`config.mk`:
```
export PLATFORM = sky130hd
export DESIGN_NAME = spi_slave_24bit_intf
export DESIGN_NICKNAME = d
export VERILOG_FILES = /design/src/rtl/spi_pkg.sv /design/src/rtl/spi_slv_sync.sv /design/src/rtl/spi_slave_24bit_intf.sv
export SDC_FILE = /design/constraint.sdc
export NUM_CORES = 1
export LEC_CHECK = 0
export ABC_AREA = 1
export CELL_PAD_IN_SITES_DETAIL_PLACEMENT = 0
export CELL_PAD_IN_SITES_GLOBAL_PLACEMENT = 1
export CORE_MARGIN = 1.5
export CORE_UTILIZATION = 45
export CTS_BUF_LIST = sky130_fd_sc_hd__clkbuf_16
export DETAILED_ROUTE_END_ITERATION = 8
export PLACE_DENSITY_LB_ADDON = 0.1
export RECOVER_POWER = 50
export SLEW_MARGIN = 20
export SYNTH_ARGS = -nofsm -noshare
export SYNTH_HDL_FRONTEND = slang
export SYNTH_SLANG_ARGS = --single-unit
export TNS_END_PERCENT = 30
```
`constraint.sdc`:
```
create_clock -name clk -period 2.6 [get_ports clk]
set_input_delay 0.39 -clock clk [delete_from_list [all_inputs] [get_ports clk]]
set_output_delay 0.39 -clock clk [all_outputs]
set_load 0.01 [all_outputs]
```
`src/rtl/spi_pkg.sv`:
```
// Shared constants and types for the 24-bit SPI link.
//   SPI_FRAME_BITS : bits per frame (8-bit address + 16-bit data)
//   SPI_ADDR_W     : address field width
//   SPI_DATA_W     : data field width
//   SPI_CNT_W      : width of the target's bit counter (counts 0..25)
//   spi_slv_state_t: target FSM states
package spi_pkg;

  localparam int unsigned SPI_FRAME_BITS = 24;
  localparam int unsigned SPI_ADDR_W     = 8;
  localparam int unsigned SPI_DATA_W     = 16;
  localparam int unsigned SPI_CNT_W      = 5;

  typedef enum logic [1:0] {
    IDLE,
    SHIFT,
    DONE
  } spi_slv_state_t;

endpackage

```
`src/rtl/spi_slv_sync.sv`:
```
// Two-flop synchronizer plus one history flop and edge detector for one
// asynchronous SPI pin.
// Ports:
//   clk, resetn : local clock, asynchronous active-low reset
//   din         : raw asynchronous pin
//   level       : synchronized level
//   rise, fall  : one-cycle strobes on synchronized edges
module spi_slv_sync (
  input  logic clk,
  input  logic resetn,
  input  logic din,
  output logic level,
  output logic rise,
  output logic fall
);

  logic meta_q, sync_q, hist_q;

  always_ff @(posedge clk or negedge resetn) begin
    if (!resetn) begin
      meta_q <= 1'b0;
      sync_q <= 1'b0;
      hist_q <= 1'b0;
    end else begin
      meta_q <= din;
      sync_q <= meta_q;
      hist_q <= sync_q;
    end
  end

  assign level = sync_q;
  assign rise  = sync_q & ~hist_q;
  assign fall  = ~sync_q & hist_q;

endmodule

```
`src/rtl/spi_slave_24bit_intf.sv`:
```
// SPI target terminating 24-bit frames (8-bit address, 16-bit data, MSB
// first, active-low CS). All pins are oversampled in the clk domain.
// Optional feature macro: SPI_SLV_FRAME_CHECK_EN -- when defined, frames
// that are not exactly frame_bits long are rejected with frame_err; when
// undefined every frame is published and frame_err is tied low.
// Ports:
//   clk, resetn       : system clock (>= 8x SCLK), async active-low reset
//   SCLK, CS, MOSI    : SPI pins from the master (asynchronous)
//   MISO              : serial response to the master
//   tx_data           : response word, captured at frame start
//   rx_addr, rx_data  : fields of the last published frame
//   rx_valid          : one-cycle strobe when a frame is published
//   frame_err         : one-cycle strobe when a frame is rejected
//   busy              : high from frame start until the frame is closed
module spi_slave_24bit_intf
  import spi_pkg::*;
#(
  parameter bit          sample_rise = 1'b1,
  parameter int unsigned frame_bits  = SPI_FRAME_BITS
) (
  input  logic                  clk,
  input  logic                  resetn,
  input  logic                  SCLK,
  input  logic                  CS,
  input  logic                  MOSI,
  output logic                  MISO,
  input  logic [frame_bits-1:0] tx_data,
  output logic [SPI_ADDR_W-1:0] rx_addr,
  output logic [SPI_DATA_W-1:0] rx_data,
  output logic                  rx_valid,
  output logic                  frame_err,
  output logic                  busy
);

  localparam logic [SPI_CNT_W-1:0] CntFull = SPI_CNT_W'(frame_bits);
  localparam logic [SPI_CNT_W-1:0] CntMax  = SPI_CNT_W'(frame_bits + 1);

  logic sclk_level, sclk_rise, sclk_fall;
  logic cs_level, cs_rise, cs_fall;
  logic mosi_level, mosi_rise, mosi_fall;

  spi_slv_sync u_sync_sclk (
    .clk    (clk),
    .resetn (resetn),
    .din    (SCLK),
    .level  (sclk_level),
    .rise   (sclk_rise),
    .fall   (sclk_fall)
  );

  spi_slv_sync u_sync_cs (
    .clk    (clk),
    .resetn (resetn),
    .din    (CS),
    .level  (cs_level),
    .rise   (cs_rise),
    .fall   (cs_fall)
  );

  spi_slv_sync u_sync_mosi (
    .clk    (clk),
    .resetn (resetn),
    .din    (MOSI),
    .level  (mosi_level),
    .rise   (mosi_rise),
    .fall   (mosi_fall)
  );

  // Only edges are needed for SCLK/CS and only the level for MOSI.
  logic unused_sync;
  assign unused_sync = sclk_level ^ cs_level ^ mosi_rise ^ mosi_fall;

  logic sample_edge, drive_edge;
  assign sample_edge = sample_rise ? sclk_rise : sclk_fall;
  assign drive_edge  = sample_rise ? sclk_fall : sclk_rise;

  spi_slv_state_t        state_q, state_d;
  logic [frame_bits-1:0] tx_sh_q, tx_sh_d;
  logic [frame_bits-1:0] rx_sh_q, rx_sh_d;
  logic [SPI_CNT_W-1:0]  bit_cnt_q, bit_cnt_d;
  logic                  miso_q, miso_d;
  logic [SPI_ADDR_W-1:0] rx_addr_q, rx_addr_d;
  logic [SPI_DATA_W-1:0] rx_data_q, rx_data_d;
  logic                  rx_valid_q, rx_valid_d;
  logic                  frame_err_d;
  logic                  busy_q, busy_d;

  always_comb begin
    state_d     = state_q;
    tx_sh_d     = tx_sh_q;
    rx_sh_d     = rx_sh_q;
    bit_cnt_d   = bit_cnt_q;
    miso_d      = miso_q;
    rx_addr_d   = rx_addr_q;
    rx_data_d   = rx_data_q;
    rx_valid_d  = 1'b0;
    frame_err_d = 1'b0;
    busy_d      = busy_q;

    unique case (state_q)
      IDLE: begin
        miso_d = 1'b0;
        if (cs_fall) begin
          state_d   = SHIFT;
          tx_sh_d   = tx_data;
          rx_sh_d   = '0;
          bit_cnt_d = '0;
          miso_d    = tx_data[frame_bits-1];
          busy_d    = 1'b1;
        end
      end
      SHIFT: begin
        // CS rising wins over a coincident SCLK edge, which is dropped.
        if (cs_rise) begin
          state_d = DONE;
          miso_d  = 1'b0;
        end else begin
          if (sample_edge) begin
            rx_sh_d = {rx_sh_q[frame_bits-2:0], mosi_level};
            if (bit_cnt_q != CntMax) begin
              bit_cnt_d = bit_cnt_q + 1'b1;
            end
          end
          if (drive_edge) begin
            tx_sh_d = tx_sh_q << 1;
            miso_d  = (bit_cnt_q >= CntFull) ? 1'b0 : tx_sh_q[frame_bits-2];
          end
        end
      end
      DONE: begin
`ifdef SPI_SLV_FRAME_CHECK_EN
        if (bit_cnt_q == CntFull) begin
          rx_addr_d  = rx_sh_q[frame_bits-1 -: SPI_ADDR_W];
          rx_data_d  = rx_sh_q[SPI_DATA_W-1:0];
          rx_valid_d = 1'b1;
        end else begin
          frame_err_d = 1'b1;
        end
`else
        rx_addr_d  = rx_sh_q[frame_bits-1 -: SPI_ADDR_W];
        rx_data_d  = rx_sh_q[SPI_DATA_W-1:0];
        rx_valid_d = 1'b1;
`endif
        miso_d  = 1'b0;
        busy_d  = 1'b0;
        state_d = IDLE;
      end
      default: state_d = IDLE;
    endcase
  end

  always_ff @(posedge clk or negedge resetn) begin
    if (!resetn) begin
      state_q    <= IDLE;
      tx_sh_q    <= '0;
      rx_sh_q    <= '0;
      bit_cnt_q  <= '0;
      miso_q     <= 1'b0;
      rx_addr_q  <= '0;
      rx_data_q  <= '0;
      rx_valid_q <= 1'b0;
      busy_q     <= 1'b0;
    end else begin
      state_q    <= state_d;
      tx_sh_q    <= tx_sh_d;
      rx_sh_q    <= rx_sh_d;
      bit_cnt_q  <= bit_cnt_d;
      miso_q     <= miso_d;
      rx_addr_q  <= rx_addr_d;
      rx_data_q  <= rx_data_d;
      rx_valid_q <= rx_valid_d;
      busy_q     <= busy_d;
    end
  end

`ifdef SPI_SLV_FRAME_CHECK_EN
  logic frame_err_q;
  always_ff @(posedge clk or negedge resetn) begin
    if (!resetn) begin
      frame_err_q <= 1'b0;
    end else begin
      frame_err_q <= frame_err_d;
    end
  end
  assign frame_err = frame_err_q;
`else
  logic unused_frame_err;
  assign unused_frame_err = frame_err_d;
  assign frame_err        = 1'b0;
`endif

  assign MISO     = miso_q;
  assign rx_addr  = rx_addr_q;
  assign rx_data  = rx_data_q;
  assign rx_valid = rx_valid_q;
  assign busy     = busy_q;

endmodule
```
**Word level (Yosys, flattened, before mapping)**

Cells that the tools add are included.
Widths: inputs -> output; s select.

- Register bits: 89
- Input bits: 29

- Add/subtract/negate cells: 1
- $lt $le $gt $ge: 1
- Equality and inequality tests: 10
- Multiplexer cells: 24
- Bitwise logic cells: 8
- Reductions and logical operators: 10

Operator list:

| operator | count |
|---|---|
| $mux 24 | 3 |
| $mux 23 | 3 |
| $pmux 24 s2 | 1 |
| $pmux 23 s2 | 1 |
| $mux 5 | 4 |
| $ne 2x2->1 const B | 6 |
| $pmux 5 s2 | 1 |
| $reduce_and 4->1 | 2 |
| $mux 1 | 6 |
| $reduce_and 2->1 | 3 |
| $add 5x1->5 const B | 1 |
| $ge 5x5->1 const B | 1 |
| $ne 5x5->1 const B | 1 |
| $reduce_and 5->1 | 1 |
| $and 1x1->1 | 4 |
| $mux 2 | 2 |
| $not 1->1 | 4 |
| $pmux 2 s2 | 1 |
| $reduce_bool 2->1 | 2 |
| $ne 3x3->1 const B | 1 |
| $pmux 1 s3 | 1 |
| $reduce_bool 3->1 | 1 |
| $eq 2x1->1 const B | 1 |
| $eq 2x2->1 const B | 1 |
| 2 further kinds | 2 |

**Logic depth before layout (Yosys ltp)**

Gate-level depths: netlist of the first run.

- Word-level depth: 5
- Depth in mapped cells: 10
- Gate-level depth less buffers: 8

**Modules after synthesis**

A second synthesis of the first run with hierarchy kept.

- Cell total of the unflattened synthesis: 433
- Area total of the unflattened synthesis: 4,072.7 um2

By module, submodules not included:

| module | instances | cells each | area an instance (um2) | sequential area each (um2) |
|---|---|---|---|---|
| spi_slave_24bit_intf | 1 | 412 | 3,802.4 | 2,026.9 |
| spi_slv_sync | 3 | 7 | 90.1 | 75.1 |

**Least setup slack after synthesis of the first run**

OpenSTA, ideal clock, no wires.

- Path type: register to register
- Start point: reg state_q[1]
- End point: reg rx_sh_q[13]
- Library setup time: 0.117 ns
- Arrival time: 1.435 ns
- Data required time: 2.483 ns
- Slack: 1.048 ns
- Cell stages (with the launch flop): 11
- Path buffers: 3
- Period minus slack after synthesis: 1.552 ns
- Cell sequence: dfrtp_1 -> inv_1 -> ha_1 -> buf_6 -> or2_0 -> nand2_1 -> nor2_4 -> buf_6 -> buf_6 -> nand3_1 -> nand2_1

- Longest elaborated chain between the ends: 3

Ends and longest elaborated chain:

| item | line | text |
|---|---|---|
| start: declaration | spi_slave_24bit_intf.sv:77 | `spi_slv_state_t state_q, state_d;` |
| start signal: assignment | spi_slave_24bit_intf.sv:164 | `state_q <= state_d;` |
| $eq 2x1->1 or $logic_not 2->1 (tied branches) | spi_slave_24bit_intf.sv:100 | `unique case (state_q)` |
| $ne 2x2->1 (no line) or $reduce_bool 2->1 (tied branches) | - |  |
| $reduce_and 4->1 (no line) | - |  |
| end signal: assignment | spi_slave_24bit_intf.sv:166 | `rx_sh_q <= rx_sh_d;` |
| end: declaration | spi_slave_24bit_intf.sv:79 | `logic [frame_bits-1:0] rx_sh_q, rx_sh_d;` |

Parallel ways exist; a longest one is shown, timed or not.
A chain may end at the register's enable or synchronous reset.

**Worst setup path after layout of the first run**

- Start point: reg state_q[1]
- End point: reg tx_sh_q[8]

- Longest elaborated chain between the ends: 3

Ends and longest elaborated chain:

| item | line | text |
|---|---|---|
| $eq 2x1->1 or $logic_not 2->1 (tied branches) | spi_slave_24bit_intf.sv:100 |  |
| $ne 2x2->1 (no line) or $reduce_bool 2->1 (tied branches) | - |  |
| $reduce_and 4->1 (no line) | - |  |
| end signal: assignment | spi_slave_24bit_intf.sv:165 | `tx_sh_q <= tx_sh_d;` |
| end: declaration | spi_slave_24bit_intf.sv:78 | `logic [frame_bits-1:0] tx_sh_q, tx_sh_d;` |

Parallel ways exist; a longest one is shown, timed or not.

==> results.cfg, run 1 <==
[drt]
post_drt_wl_per_cell_um = 13.18
wirelength_um = 6918
viasPerCell = 4.893
drtAntennaViolNets = 0
vias = 2569
drc = 0
drt_iter0_drc = 116
dr.pass1.iters = 4

[clocking]
cts_made_buffers = 9
htree_levels = 3
cts-resized-gates = 0
post_cts_buffers = 0
clockRootBuffer = clkbuf_16
cts_tree = done
clockBufferDepth = 2
insertion_delay_ns = 0.33
hold_buffers = 0
clock-sinks = 89
clk_pin_slew_ns = 0.06

[setup_path]
cp_cell_sequence = inv_1, ha_1, nand3_1, nand2_2, inv_2, nand2_4, o21ai_0
startpoint_type = flip-flop
crit_required_ns = 2.79
cpLargestDelayFamily = simple AND/OR/NAND/NOR gates
crit_arrival_ns = 2.06
crit_buf_inv = 2
crit_path_max_incr_delay_ns = 0.40
cp-end-kind = flip-flop
critPathSlowestCell = dfrtp_1
crit_type = reg2reg
worstPathMaxFanout = 46

[timing]
tns_ns = 0
setup_violations = 0
maxSlewViolCount = 0
postLayoutSetupSlackWorst_ns = 0.7297
fin_crit_sh = 0.7193
timing_hold_violations_final = 0
rsz0062_at_grt = false
fmax_mhz = 534.7
period_needed_ns = 1.870
relSlewSlack = 0.3128
skew_ns = 0.006543
tightest_slew_ns = 1.031

[power]
p_int_mw = 3.133
comb_power_share = 0.334
seqPwrFrac = 0.377
max-vdd-ir-drop_uv = 449.6
switchingPower_mw = 1.746
power_density_nw_per_um2 = 1026
switching_share = 0.3578
power_leakage_nw = 2.368
clkPwrFrac = 0.289

[die]
core_um2 = 8217
dieArea_um2 = 9062
num_io_pins = 57
initial_utilization = 0.4655
die_x_um = 95.20
rows = 33
die_y_um = 95.20

[synth]
yosysTopAreaCellShare = 0.5823
synthMostInstantiatedCell = nand2_1
ys_ff_latch = 89
postSynth.asyncResetShare = 1.000
synthesis.nets = 400
ys.flop_type = dfrtp_1
netlist_area_um2 = 3825
synth_area_leaders = dfrtp_1 58%, nand2_1 10%, mux2_2 7.1%
ys_top_cells_by_count = 102 x nand2_1, 89 x dfrtp_1, 34 x nand3_1, 24 x mux2_2, 23 x o21ai_0
ys_seq_area_frac = 0.5823
syn_area_per_cell_um2 = 10.54
synth_edf_count = 0
ys_types = 26
yosys.area.top_type = dfrtp_1
synthesis.instances = 363
synth_warnings = 0

[place]
dp_hpwl_um = 4471
dp_slack_ns = 0.8301
dp.cells = 509
io_buffers = 55
gp_congestion = 0.7421

[finish]
n_antenna_cell = 0
multi_input_area_um2 = 1401
nets = 452
final_cells = 525
seq_area_um2 = 2227
synthToLayoutAreaGrowth_pct = 24.27
drive_gt1_frac = 0.1286
utilization = 0.5785
fillers = 715

[grt]
antenna_found_initial = 0
grt_first_pass_wirelength_um = 12070
grt_max_degree = 51
grt_usage = 0.1731
grt_overflow = 0
grt_pass1_vias = 2479

[outcome]
status = completed

[job]
maxCapViolations = 0

[hold_path]
hp-class = in2async
## area by class of cell
| type | instances | area share |
|---|---|---|
| sequential | 89 | 0.4685 |
| multi-input combinational | 237 | 0.2948 |
| timing repair buffer | 61 | 0.1269 |
| clock buffer | 9 | 0.04738 |
| tap | 105 | 0.02764 |
| clock inverter | 7 | 0.02132 |
| inverter | 17 | 0.01342 |
## registers in the layout, indices dropped and copies added (netlist names)
register            cells
tx_sh_q                23
state_q                 2
u_sync_cs.hist_q        1
u_sync_cs.meta_q        1
u_sync_cs.level         1
u_sync_sclk.hist_q      1
rx_data                16
rx_sh_q                24
u_sync_sclk.meta_q      1
u_sync_mosi.level       1
rx_valid                1
u_sync_sclk.level       1
u_sync_mosi.meta_q      1
busy                    1
rx_addr                 8
MISO                    1
bit_cnt_q               5
## power by group through the flow
stage / combinational [mW] / sequential [mW] / clock, mW
4_1_cts: 1.66 / 1.84 / 1.44
3_3_place_gp: 1.63 / 1.85 / 0
6_report: 1.63 / 1.84 / 1.41
2_1_floorplan: 1.34 / 1.83 / 0
5_1_grt: 1.86 / 1.87 / 1.50
3_5_place_dp: 1.65 / 1.86 / 0
## cells by family (layout without fill, tap and decap cells)
kind of cell | after synthesis | after routing | share of synthesized area
simple gates | 151 | 151 | 0.1685
flops | 89 | 89 | 0.5823
mux | 46 | 46 | 0.1282
buf+inv | 37 | 94 | 0.05136
compound gates | 30 | 30 | 0.04024
fa+ha+maj | 8 | 8 | 0.02617
other cells | 1 | 1 | 0.0009804
xor+xnor | 1 | 1 | 0.002290
## metrics by stage
| stage | total power [mW] | area (µm²) | hold slack, ns |
|---|---|---|---|
| after floorplan | 3.169 | 3825 | 0.09441 |
| after global placement | 3.488 | 4432 | 0.3338 |
| after detailed placement | 3.512 | 4432 | 0.3371 |
| after CTS | 4.933 | 4758 | 0.05687 |
| after global routing | 5.230 | 4753 | 0.3267 |
| final | 4.879 | 4753 | 0.2364 |
## placed cells by master (no fill, tap or decap), drive strengths merged
cell type / Yosys / final
nand2: 104 / 104
dfrtp: 89 / 89
clkdlybuf4s50: 0 / 50
nand3: 35 / 35
o21ai: 28 / 28
mux2: 24 / 24
mux2i: 22 / 22
inv: 17 / 21
clkbuf: 2 / 10
ha: 8 / 8
nor2: 8 / 8
buf: 18 / 6
dlygate4sd3: 0 / 4
nand4: 2 / 2
bufinv: 0 / 2
or2: 1 / 1
nand3b: 1 / 1
a22oi: 1 / 1
xnor2: 1 / 1
o22ai: 1 / 1
conb: 1 / 1
clkinv: 0 / 1
## metal layers
| metal | vias to the layer above | track usage | share of wire |
|---|---|---|---|
| met5 | - | 0 | 0 |
| met4 | 0 | 0.07587 | 0.014 |
| met3 | 7 | 0.02791 | 0.032 |
| met2 | 50 | 0.2411 | 0.43 |
| met1 | 1224 | 0.2633 | 0.52 |
| li1 | 1288 | - | - |
## path summary, 6_finish.rpt
path	from	to	slack [ns]	cells past startpoint
max	state_q[1]	tx_sh_q[8]	0.73	7
max in group asynchronous	resetn	rx_data[0]	1.58	2
min	resetn	tx_sh_q[0]	0.24	1
min reg2reg	u_sync_cs.meta_q	u_sync_cs.level	0.35	0
min in group clk	u_sync_cs.meta_q	u_sync_cs.level	0.35	0
max reg2reg	state_q[1]	tx_sh_q[8]	0.73	7
## worst register-to-register path: stages, from the launching register on
cell and delay (ns):
dfrtp_1 0.40, inv_1 0.12, ha_1 0.35, nand3_1 0.19, nand2_2 0.15, inv_2 0.06, nand2_4 0.31, o21ai_0 0.16
No activity file was read; power rests on OpenSTA's default activity.
==> inputs of run 2 (changes only) <==
CORE_UTILIZATION = 42   (was 45)
clock period = 1.8 ns   (was 2.6 ns; I/O delays follow)
==> results.cfg, run 2 (synthesis gave the netlist of run 1 again) <==
[outcome]
status = completed

[finish]
postLayoutCellArea_um2 = 4811
drive_gt1_frac = 0.1388
n_antenna_cell = 0
layout_commonest_cell = nand2_1
final_cell_mix = 102 x nand2_1, 89 x dfrtp_1, 51 x clkdlybuf4s50_1, 33 x nand3_1, 24 x mux2_2
synthToLayoutAreaGrowth_pct = 25.78
regMostFlops = rx_sh_q
nets = 458
largest_reg_flops = 24

[grt]
grt_first_pass_wirelength_um = 12360
grt_max_degree = 47
antenna_found_initial = 0
grt_overflow = 0
grt_pass1_vias = 2593
grt_usage = 0.1582

[timing]
maxSlewViolCount = 0
fin_crit_sh = 0.9150
timing_hold_violations_final = 0
postLayoutSetupSlackWorst_ns = 0.1531
fmax_mhz = 607.2
tightest_slew_ns = 0.7776
period_needed_ns = 1.647
relSlewSlack = 0.4816
skew_ns = 0.01416
setup_violations = 0

[power]
switching_share = 0.3580
power_density_nw_per_um2 = 1456
seqPwrFrac = 0.381
max-vdd-ir-drop_uv = 790.0
switchingPower_mw = 2.508
clkPwrFrac = 0.257
p_int_mw = 4.498
power_leakage_nw = 2.374
comb_power_share = 0.362

[setup_path]
critPathSlowestCell = dfrtp_1
r2r_slack_ns = 0.15
crit_arrival_ns = 1.91
cp-end-kind = flip-flop
cpMostUsedCell = nand2_1
crit_path_max_incr_delay_ns = 0.42
reg2regPathDepth = 8
crit_type = reg2reg
worstPathMaxFanout = 19
reg2reg_to = bit_cnt_q[2]
r2r-start = state_q[0]
cp_cell_sequence = inv_1, ha_2, nand2_1, nand2_2, nor2_4, buf_8, nand3_1, nand2_1
crit_required_ns = 2.06
startpoint_type = flip-flop

[clocking]
clockRootBuffer = clkbuf_16
htree_levels = 3
insertion_delay_ns = 0.33
cts_made_buffers = 9
cts_tree = done
clockBufferDepth = 2
clk_pin_slew_ns = 0.06
clock-sinks = 89

[place]
dp_slack_ns = 0.06820
io_buffers = 55
dp_hpwl_um = 4665
place_area_um2 = 4478
gp_congestion = 0.7843

[drt]
vias = 2555
post_drt_wl_per_cell_um = 13.15
drt_iter0_drc = 94
drtAntennaViolNets = 0
drc = 0
viasPerCell = 4.794
wirelength_um = 7008
dr.pass1.iters = 4

[hold_path]
hp-start = u_sync_cs.meta_q
hp-class = reg2reg
holdPathEnd = u_sync_cs.level
hold_depth = 0

[die]
die_x_um = 98.43
num_io_pins = 57
rows = 34
dieArea_um2 = 9688
initial_utilization = 0.4365
die_y_um = 98.43
core_um2 = 8763

[job]
maxCapViolations = 0
==> run 2: worst max path at each step <==
stage	start	cells past startpoint	to	slack, ns
finish	state_q[0]	8	bit_cnt_q[2]	0.15
global route	state_q[1]	8	rx_sh_q[11]	-0.02
CTS	state_q[1]	7	tx_sh_q[4]	0.04
detailed placement	state_q[1]	7	tx_sh_q[12]	0.07
global placement	state_q[1]	8	bit_cnt_q[3]	0.10
floorplan	state_q[1]	10	rx_sh_q[13]	0.25
==> run 2: layer usage <==
| metal | wire length (µm) | up-vias | global-route usage | part of all wire |
|---|---|---|---|---|
| met5 | 0 | - | 0 | 0 |
| met4 | 57 | 0 | 0.04334 | 0.0081 |
| met3 | 263 | 4 | 0.05177 | 0.038 |
| met2 | 3179 | 42 | 0.2434 | 0.45 |
| met1 | 3507 | 1208 | 0.2167 | 0.50 |
| li1 | - | 1301 | - | - |
==> run 2: cell type report <==
cell class | instances | area [µm²]
Tap cell | 108 | 135.1
Inverter | 17 | 66.31
Clock inverter | 6 | 62.56
Timing Repair Buffer | 67 | 664.4
Multi-Input combinational cell | 237 | 1430
Clock buffer | 9 | 225.2
Fill cell | 787 | 3953
Sequential cell | 89 | 2227
==> run 2: power by group through the flow <==
| stage | clock network [mW] | registers (mW) | logic, mW |
|---|---|---|---|
| 6_report | 1.80 | 2.67 | 2.54 |
| 5_1_grt | 1.94 | 2.72 | 2.89 |
| 4_1_cts | 1.85 | 2.66 | 2.46 |
| 3_5_place_dp | 0 | 2.69 | 2.45 |
| 3_3_place_gp | 0 | 2.69 | 2.43 |
| 2_1_floorplan | 0 | 2.64 | 1.94 |
==> run 2: timing repair <==
action | in CTS | in global routing
endpoints found under the setup margin | 0 | 52
resized for setup | 0 | 8
setup buffers | 0 | 1
hold buffers | 1 | 0
hold endpoints to repair | 28 | 0
==> run 2: worst max-delay path: cells and delay by family, from the launching register on <==
kind	cells	cell delay, ns
DFF	1	0.42
and+or+nand+nor	5	0.60
adders and majority gates	1	0.23
buffers and inverters	2	0.32
==> run 2: stage by stage <==
stage,TNS (ns),power [mW],hold slack (ns),cells,util
4_1_cts,0,6.974,0.3497,532,0.5450
3_3_place_gp,0,5.119,0.2360,516,0.5110
6_report,0,7.006,0.3463,533,0.5490
2_1_floorplan,0,4.577,-0.02559,363,-
3_5_place_dp,0,5.143,0.2379,516,0.5110
5_1_grt,-0.08331,7.545,0.3611,533,0.5490
==> inputs of run 3 (changes only) <==
ABC_CLOCK_PERIOD_IN_PS = 1800   (was unset)
PLACE_DENSITY = 0.87   (was unset)
PLACE_DENSITY_LB_ADDON = unset   (was 0.1)
==> results.cfg, run 3 (synthesis gave the netlist of run 1 again) <==
[job]
maxCapViolations = 0

[drt]
viasPerCell = 5.021
drt_iter0_drc = 133
vias = 2666
post_drt_wl_per_cell_um = 14.13
wirelength_um = 7502
dr.pass1.iters = 4
drc = 0
drtAntennaViolNets = 0

[timing]
fin_crit_sh = 0.9543
fmax_mhz = 582.2
tightest_slew_ns = 0.6104
timing_hold_violations_final = 0
maxSlewViolCount = 0
relSlewSlack = 0.5931
tns_ns = 0
skew_ns = 0.008201
rsz0062_at_grt = true
setup_violations = 0
postLayoutSetupSlackWorst_ns = 0.08226
period_needed_ns = 1.718

[setup_path]
crit_required_ns = 2.07
reg2regPathDepth = 8
r2r-start = state_q[0]
crit_type = reg2reg
worstPathMaxFanout = 18
startpoint_type = flip-flop
reg2reg_to = rx_sh_q[10]
crit_arrival_ns = 1.99
r2r_slack_ns = 0.08
cp-end-kind = flip-flop

[clocking]
clk_pin_slew_ns = 0.07
clock-sinks = 89
cts_made_buffers = 9
clockRootBuffer = clkbuf_16
insertion_delay_ns = 0.34
cts_tree = done
htree_levels = 3
clockBufferDepth = 2

[power]
p_int_mw = 4.776
seqPwrFrac = 0.356
switching_share = 0.3597
power_density_nw_per_um2 = 1535
max-vdd-ir-drop_uv = 688.2
power_leakage_nw = 2.380
clkPwrFrac = 0.287
switchingPower_mw = 2.682
comb_power_share = 0.357

[die]
rows = 34
num_io_pins = 57
dieArea_um2 = 9688
initial_utilization = 0.4365
core_um2 = 8763
die_y_um = 98.43
die_x_um = 98.43

[grt]
use_met3 = 0.03404
grt_usage = 0.1637
grt_max_degree = 47
grt_first_pass_wirelength_um = 12790
grt-busiest-layer = met2
use_met2 = 0.2634
grt_pass1_vias = 2667
use_met1 = 0.2239
grt_overflow = 0
antenna_found_initial = 0

[finish]
fillers = 757
layout_commonest_cell = nand2_1
drive_gt1_frac = 0.1418
final_cell_mix = 101 x nand2_1, 89 x dfrtp_1, 51 x clkdlybuf4s50_1, 33 x nand3_1, 24 x mux2_2
synthToLayoutAreaGrowth_pct = 27.02
regMostFlops = rx_sh_q
nets = 456
n_antenna_cell = 0
largest_reg_flops = 24

[place]
dp_hpwl_um = 4782
gp_congestion = 0.7831
io_buffers = 55
dp_slack_ns = 0.07816

[hold_path]
hp-start = u_sync_sclk.meta_q
hp-class = reg2reg
holdPathEnd = u_sync_sclk.level
hold_depth = 0

[outcome]
status = completed
## run 3: cell count changes in the layout (fill, tap and decap cells not counted), sizes merged
cell,before,now
nand2,104,105
buf,9,7
inv,19,18
bufinv,1,3
clkbuf,12,11
clkinvlp,1,2
clkinv,2,0
## run 3: stage by stage
step | power, mW | instance area [µm²] | hold WS, ns | std cells | utilization
after floorplan | 4.577 | 3825 | -0.02559 | 363 | -
after global placement | 5.036 | 4463 | 0.1765 | 514 | 0.5093
after detailed placement | 5.129 | 4463 | 0.1785 | 514 | 0.5093
after CTS | 7.297 | 4815 | 0.3472 | 530 | 0.5494
after global routing | 7.953 | 4858 | 0.3498 | 531 | 0.5544
final | 7.458 | 4858 | 0.3469 | 531 | 0.5544
## run 3: power by group through the flow
stage / registers [mW] / clock network [mW] / logic (mW)
6_report: 2.66 / 2.14 / 2.66
5_1_grt: 2.71 / 2.25 / 2.99
4_1_cts: 2.66 / 2.16 / 2.48
3_5_place_dp: 2.68 / 0 / 2.44
3_3_place_gp: 2.67 / 0 / 2.36
2_1_floorplan: 2.64 / 0 / 1.94
## run 3: cell type report
| cell class | instances | area (µm²) | area share |
|---|---|---|---|
| inverter | 17 | 68.82 | 0.01416 |
| tap | 108 | 135.1 | 0.02781 |
| clock buffer | 9 | 225.2 | 0.04636 |
| timing repair buffer | 64 | 635.6 | 0.1308 |
| clock inverter | 6 | 116.4 | 0.02395 |
| multi-input combinational | 238 | 1450 | 0.2985 |
| sequential | 89 | 2227 | 0.4584 |
## run 3: how the worst max path moves through the flow
stage | from | to | slack, ns | cells past startpoint
2_1_floorplan | state_q[1] | rx_sh_q[13] | 0.25 | 10
3_3_place_gp | state_q[1] | bit_cnt_q[4] | 0.13 | 8
3_5_place_dp | state_q[1] | bit_cnt_q[2] | 0.08 | 8
4_1_cts | state_q[1] | tx_sh_q[22] | 0.02 | 7
5_1_grt | state_q[0] | rx_sh_q[19] | -0.03 | 8
6_report | state_q[0] | rx_sh_q[10] | 0.08 | 8
## run 3: critical path, stage by stage, from the launching register on
cell and delay [ns]:
dfrtp_1 0.42, inv_1 0.11, ha_1 0.27, nand2_1 0.15
nand2_2 0.11, nor2_4 0.20, buf_6 0.21, nand3_1 0.10
nand2_1 0.08
## run 3: per-layer routing
layer	part of all wire	routed length (µm)	vias to the layer above
met3	0.029	218	10
li1	-	-	1303
met1	0.48	3564	1308
met2	0.48	3617	45
met4	0.013	101	0
met5	0	0	-
## run 3: what timing repair did
action | in CTS | in global routing
buffers inserted | 0 | 0
endpoints found under the setup margin | 0 | 52
endpoints found under the hold margin | 20 | 0
hold buffers | 1 | 0
gates resized for setup | 0 | 10
